### src/rtl/surf_cmd_pkg.sv
// Shared definitions for the SURF CMD-line receiver: FSM encoding and frame line levels.
package surf_cmd_pkg;

  typedef enum logic [2:0] {
    ST_IDLE   = 3'd0,
    ST_START  = 3'd1,
    ST_DATA   = 3'd2,
    ST_PARITY = 3'd3,
    ST_STOP   = 3'd4,
    ST_BREAK  = 3'd5
  } state_e;

  // Start, parity and stop bits wrapped around the payload.
  localparam int FRAME_OVH_BITS = 3;

  localparam logic IDLE_LEVEL  = 1'b0;
  localparam logic START_LEVEL = 1'b1;

  function automatic int frame_bits(input int nbits);
    return nbits + FRAME_OVH_BITS;
  endfunction

endpackage

### src/rtl/cmd_line_sync.sv
// Two-flop synchroniser for a single asynchronous level; clears to 0 on reset.
module cmd_line_sync (
  input  logic clk_i,
  input  logic rst_ni,
  input  logic d_i,
  output logic q_o
);

  (* ASYNC_REG = "TRUE", KEEP = "TRUE" *) logic meta_q;
  (* ASYNC_REG = "TRUE", KEEP = "TRUE" *) logic sync_q;

  always_ff @(posedge clk_i or negedge rst_ni) begin
    if (!rst_ni) begin
      meta_q <= 1'b0;
      sync_q <= 1'b0;
    end else begin
      meta_q <= d_i;
      sync_q <= meta_q;
    end
  end

  assign q_o = sync_q;

endmodule

### src/rtl/surf_cmd_receiver.sv
// SURF-side receiver for the TURF->SURF CMD line: mid-bit sampling of start/data/parity/stop,
// one-cycle strobes for good words and for parity/framing errors, saturating error counters.
module surf_cmd_receiver
  import surf_cmd_pkg::*;
#(
  parameter int NBITS    = 16,
  parameter int BIT_CLKS = 4,
  parameter int CNT_W    = 8
) (
  input  logic             CLK125,
  input  logic             reset_n_i,
  input  logic             cmd_i,
  output logic [NBITS-1:0] cmd_data_o,
  output logic             cmd_valid_o,
  output logic             busy_o,
  output logic             par_err_o,
  output logic             frm_err_o,
  output logic [CNT_W-1:0] par_err_cnt_o,
  output logic [CNT_W-1:0] frm_err_cnt_o
);

  localparam int TICK_W = (BIT_CLKS > 1) ? $clog2(BIT_CLKS) : 1;
  localparam int IDX_W  = (NBITS > 1) ? $clog2(NBITS) : 1;
  localparam int HALF   = BIT_CLKS / 2;

  localparam logic [TICK_W-1:0] TICK_RELOAD = TICK_W'(BIT_CLKS - 1);
  localparam logic [TICK_W-1:0] TICK_FIRST  = TICK_W'((HALF > 0) ? HALF - 1 : 0);
  localparam logic [IDX_W-1:0]  IDX_LAST    = IDX_W'(NBITS - 1);

  function automatic logic [CNT_W-1:0] sat_inc(input logic [CNT_W-1:0] c);
    return (&c) ? c : c + CNT_W'(1);
  endfunction

  logic             rst_int_n;
  logic             s;
  state_e           state_q;
  logic [TICK_W-1:0] tick_q;
  logic [IDX_W-1:0] idx_q;
  logic [NBITS-1:0] shift_q;
  logic [NBITS-1:0] shift_d;
  logic             parity_ok_q;
  logic [NBITS-1:0] data_q;
  logic             valid_q;
  logic             par_err_q;
  logic             frm_err_q;
  logic [CNT_W-1:0] par_cnt_q;
  logic [CNT_W-1:0] frm_cnt_q;
  logic             sample;

  // Reset asserts immediately but releases in step with CLK125.
  cmd_line_sync u_rst_sync (
    .clk_i  (CLK125),
    .rst_ni (reset_n_i),
    .d_i    (1'b1),
    .q_o    (rst_int_n)
  );

  cmd_line_sync u_cmd_sync (
    .clk_i  (CLK125),
    .rst_ni (reset_n_i),
    .d_i    (cmd_i),
    .q_o    (s)
  );

  assign sample  = (tick_q == '0);
  assign shift_d = {shift_q[NBITS-2:0], s};

  // Payload shifter carries no reset; only valid frames ever reach data_q.
  always_ff @(posedge CLK125) begin
    if (state_q == ST_DATA && sample) begin
      shift_q <= shift_d;
    end
  end

  always_ff @(posedge CLK125 or negedge rst_int_n) begin
    if (!rst_int_n) begin
      state_q     <= ST_IDLE;
      tick_q      <= '0;
      idx_q       <= '0;
      parity_ok_q <= 1'b0;
      data_q      <= '0;
      valid_q     <= 1'b0;
      par_err_q   <= 1'b0;
      frm_err_q   <= 1'b0;
      par_cnt_q   <= '0;
      frm_cnt_q   <= '0;
    end else begin
      valid_q   <= 1'b0;
      par_err_q <= 1'b0;
      frm_err_q <= 1'b0;
      if (state_q != ST_IDLE && state_q != ST_BREAK) begin
        tick_q <= sample ? TICK_RELOAD : tick_q - TICK_W'(1);
      end
      case (state_q)
        ST_IDLE: begin
          if (s == START_LEVEL) begin
            // With a zero half-period the detection cycle is itself the start sample.
            if (HALF == 0) begin
              state_q <= ST_DATA;
              idx_q   <= IDX_LAST;
              tick_q  <= TICK_RELOAD;
            end else begin
              state_q <= ST_START;
              tick_q  <= TICK_FIRST;
            end
          end
        end
        ST_START: begin
          if (sample) begin
            if (s == START_LEVEL) begin
              state_q <= ST_DATA;
              idx_q   <= IDX_LAST;
            end else begin
              state_q <= ST_IDLE;
            end
          end
        end
        ST_DATA: begin
          if (sample) begin
            if (idx_q == '0) begin
              state_q <= ST_PARITY;
            end else begin
              idx_q <= idx_q - IDX_W'(1);
            end
          end
        end
        ST_PARITY: begin
          if (sample) begin
            parity_ok_q <= ^{shift_q, s};
            state_q     <= ST_STOP;
          end
        end
        ST_STOP: begin
          if (sample) begin
            if (s != IDLE_LEVEL) begin
              frm_err_q <= 1'b1;
              frm_cnt_q <= sat_inc(frm_cnt_q);
              state_q   <= ST_BREAK;
            end else if (parity_ok_q) begin
              valid_q <= 1'b1;
              data_q  <= shift_q;
              state_q <= ST_IDLE;
            end else begin
              par_err_q <= 1'b1;
              par_cnt_q <= sat_inc(par_cnt_q);
              state_q   <= ST_IDLE;
            end
          end
        end
        ST_BREAK: begin
          if (s == IDLE_LEVEL) begin
            state_q <= ST_IDLE;
          end
        end
        default: state_q <= ST_IDLE;
      endcase
    end
  end

  assign cmd_data_o    = data_q;
  assign cmd_valid_o   = valid_q;
  assign busy_o        = (state_q != ST_IDLE);
  assign par_err_o     = par_err_q;
  assign frm_err_o     = frm_err_q;
  assign par_err_cnt_o = par_cnt_q;
  assign frm_err_cnt_o = frm_cnt_q;

endmodule

### config.mk
export PLATFORM = sky130hd
export DESIGN_NAME = surf_cmd_receiver
export DESIGN_NICKNAME = d
export VERILOG_FILES = /design/src/rtl/surf_cmd_pkg.sv /design/src/rtl/cmd_line_sync.sv /design/src/rtl/surf_cmd_receiver.sv
export SDC_FILE = /design/constraint.sdc
export NUM_CORES = 1
export LEC_CHECK = 0
export ABC_AREA = 1
export CORE_MARGIN = 4
export CORE_UTILIZATION = 57
export CTS_BUF_LIST = sky130_fd_sc_hd__clkbuf_4
export DETAILED_ROUTE_END_ITERATION = 16
export GPL_TIMING_DRIVEN = 0
export PLACE_DENSITY = 0.89
export SLEW_MARGIN = 25
export SYNTH_ARGS = -nofsm -noshare
export SYNTH_HDL_FRONTEND = slang
export SYNTH_HIERARCHICAL = 1
export SYNTH_SLANG_ARGS = --single-unit
### constraint.sdc
create_clock -name CLK125 -period 1.9 [get_ports CLK125]
set_input_delay 0.19 -clock CLK125 [delete_from_list [all_inputs] [get_ports CLK125]]
set_output_delay 0.19 -clock CLK125 [all_outputs]
set_load 0.02 [all_outputs]
==> results of run 1 <==
[kinds of logic (layout without fill, tap and decap cells)]
logic type | after synthesis | after routing
other | 1 | 1
DFF | 65 | 65
buffers and inverters | 47 | 103
adders and majority gates | 5 | 5
and+or+nand+nor | 179 | 179
AOI/OAI and AO/OA | 38 | 38
muxes | 1 | 1
xor gates and xnor gates | 13 | 13
[cells in the mapped netlist (all sizes together), types with 3 or more instances]
cell type    n  area [um2]
inv         44         165
buf          3        22.5
xor2         7        61.3
nor2        33         146
a21oi       21         120
nand2      119         472
edfxtp      16         480
nor3         3        26.3
nand3       18         103
nand4        4        31.3
ha           5        62.6
dfrtp       49        1230
xnor2        6        52.6
o21ai       14        77.6
[flip-flops by register name (all words and copies together), names as in the netlist, 2 cells and up]
register,cells
tick_q,2
state_q,3
frm_err_cnt_o,8
cmd_data_o,16
idx_q,4
par_err_cnt_o,8
shift_q,16
[metrics by stage]
step	instance area [um2]	utilization [%]	std cells	worst slack, ps
CTS	3720	71.5	475	75.4
finish	3730	71.6	475	160
global route	3730	71.6	475	12.6
global placement	3580	68.8	457	-197
detailed placement	3610	69.3	458	94.6
floorplan	3110	-	349	93.6
[layout by cell type, fill, tap and decap left out, types with 2 or more instances in the layout]
cell / count
clkdlybuf4s50_1: 37
inv_1: 40
nor3_1: 2
nand2_2: 4
nor2_4: 3
edfxtp_1: 16
nand2_4: 2
nand2_1: 113
xnor2_1: 6
nand4_1: 3
xor2_1: 7
nand3_1: 17
clkbuf_4: 11
nor2_1: 27
a21oi_1: 17
o21ai_2: 2
o21ai_0: 8
o21ai_1: 4
dfrtp_1: 47
buf_4: 3
ha_1: 5
clkinv_1: 2
a21oi_2: 4
inv_2: 4
clkinv_2: 3
dfrtp_2: 2
nor2_2: 3
[per-layer routing]
metal | global-route usage [%] | up-vias | part of all wire, % | routed length, um
li1 | - | 1212 | - | -
met1 | 23.9 | 1142 | 43 | 2520
met2 | 32.6 | 66 | 50 | 2910
met3 | 6.14 | 16 | 4.8 | 279
met4 | 10.5 | 0 | 2.6 | 153
met5 | 0 | - | 0 | 0
[cell type report]
| class | instances | area (um2) |
|---|---|---|
| buffer | 3 | 22.5 |
| tap | 70 | 87.6 |
| multi-input combinational | 237 | 1230 |
| inverter | 44 | 165 |
| clock buffer | 11 | 82.6 |
| fill | 360 | 1480 |
| timing repair buffer | 40 | 409 |
| sequential | 65 | 1710 |
| clock inverter | 5 | 22.5 |
[repair_timing]
action | 4_1_cts | 5_1_grt
cloned | 0 | 0
setup endpoints to repair | 1 | 17
pin swaps | 0 | 1
gates resized for setup | 2 | 1
hold buffers | 1 | 0
endpoints found under the hold margin | 4 | 0
[worst max-delay path by stage]
stage | to | slack, ps | depth (start not counted)
2_1_floorplan | shift_q[0] | 90 | 4
3_3_place_gp | shift_q[0] | -200 | 4
3_5_place_dp | shift_q[7] | 90 | 4
4_1_cts | shift_q[9] | 80 | 4
5_1_grt | cmd_data_o[1] | 10 | 7
6_report | busy_o | 160 | 3
[worst max-delay path, delay by kind of cell (launching register included)]
family	cells	cell delay, ps
buf+inv	1	360
flops	1	480
simple gates	2	300
[where the power goes]
group	switching (mW)	internal, mW	total, mW
sequential	0.245	1.77	2.01
clock	0.468	0.284	0.752
combinational	1.04	0.778	1.82
total	1.76	2.83	4.59
==> results_dict.tcl, run 1 <==
set metrics [dict create \
    dieArea_um2 6710 \
    layout_min_cycle_time_ps 1740 \
    antenna_found_initial 0 \
    cpPeakStageDelay_ps 480 \
    gp_congestion 0.843 \
    rrSetupSlack_ps 170 \
    clk_latency_ps 410 \
    seq_area_frac_synth_pct 54.8 \
    hold_path.class "in -> reg" \
    via_count 2436 \
    synthAdderAreaFrac_pct 2.01 \
    drv_cap 0 \
    die_y_um 81.9 \
    powerDensity_nw_per_um2 1230 \
    syn-num-nets 357 \
    synth_mux_area_share_pct 0.362 \
    cts_tree "done" \
    setup_viol 0 \
    synthSimpleGateAreaFrac_pct 25.8 \
    coreArea_um2 5200 \
    grt_max_degree 27 \
    drt-initial-drc-count 131 \
    synth_flop_cell "dfrtp_1" \
    initial_core_util_pct 59.8 \
    synth_warnings 6 \
    viasPerCell 5.13 \
    timing.final.hold_violations 0 \
    period_share_pct 91.6 \
    clock_sinks 65 \
    reg2reg_from "frm_err_cnt_o[1]" \
    synthArstFlopShare_pct 75.4 \
    synth_compound_area_share_pct 7.23 \
    rsz0062_at_grt "false" \
    diodes 0 \
    fmax_mhz 575 \
    crit_fanout 7 \
    startpoint "state_q[2]" \
    synthDistinctLibCells 32 \
    reg2reg_depth 8 \
    antenna_left 0 \
    synth_cells 349 \
    vdd_drop_max_mv 0.717 \
    nNetsFinal 408 \
    min_to "u_cmd_sync/meta_q" \
    finalMaxSlewViolations 0 \
    ctsRootBufferMaster "clkbuf_4" \
    slowest_stage "dfrtp_2" \
    whs_path_depth 1 \
    ys_ff_latch 65 \
    fin_skew_ps 11.9 \
    syn_to_final_growth_pct 19.6 \
    dieWidth_um 81.9 \
    cp.required_ps 1710 \
    drive_gt1_share_pct 11.9 \
    grt_pass1_wl_mm 10.1 \
    synth_edf_count 16 \
    r2r-end "frm_err_cnt_o[5]" \
    drc_errors 0 \
    critPathKind "reg -> out" \
    path_cells "nor2_2 > nand2_1 > dlygate4sd2_1" \
    hp-start "cmd_i" \
    row_count 26 \
    synth_xor_xnor_area_share_pct 3.66 \
    netlist_area_um2 3110 \
    hold_ws_ps 208 \
    crit_arrival_ps 1550 \
    cts.clk_slew.worst_paths_ps 110 \
    start_kind "flip-flop" \
    drt_wl_total_mm 5.86 \
    wire_per_inst_um 12.3 \
    leakagePower_nw 1.80 \
    cts_setup_buffers 0 \
    numCtsBuffers 9 \
    cp-end-kind "output port" \
    synth.avg_cell_area_um2 8.92 \
    synth_top_family_by_area "simple AND/OR/NAND/NOR gates" \
    grt_pass1_vias 2332 \
    p_total_mw 4.59 \
    io_buffers 38 \
    htree_levels 3 \
    track_usage_pct 20.0 \
    tns_ps 0 \
    dp_hpwl_mm 4.35 \
    dr.pass1.iters 4 \
    outcome "finished, final reports clean" \
    clk_path_buf_depth 2 \
    io_pins 39 \
    globalRoute.totalOverflow 0 \
]
No activity file was read; power rests on OpenSTA's default activity.
==> run 2, diff against run 1 <==
--- a/config.mk
+++ b/config.mk
@@ -17,3 +17,4 @@
 export SYNTH_HDL_FRONTEND = slang
 export SYNTH_HIERARCHICAL = 1
 export SYNTH_SLANG_ARGS = --single-unit
+export TNS_END_PERCENT = 1
==> results of run 2 <==
The final DEF is identical to that of run 1; final timing and power are the same.
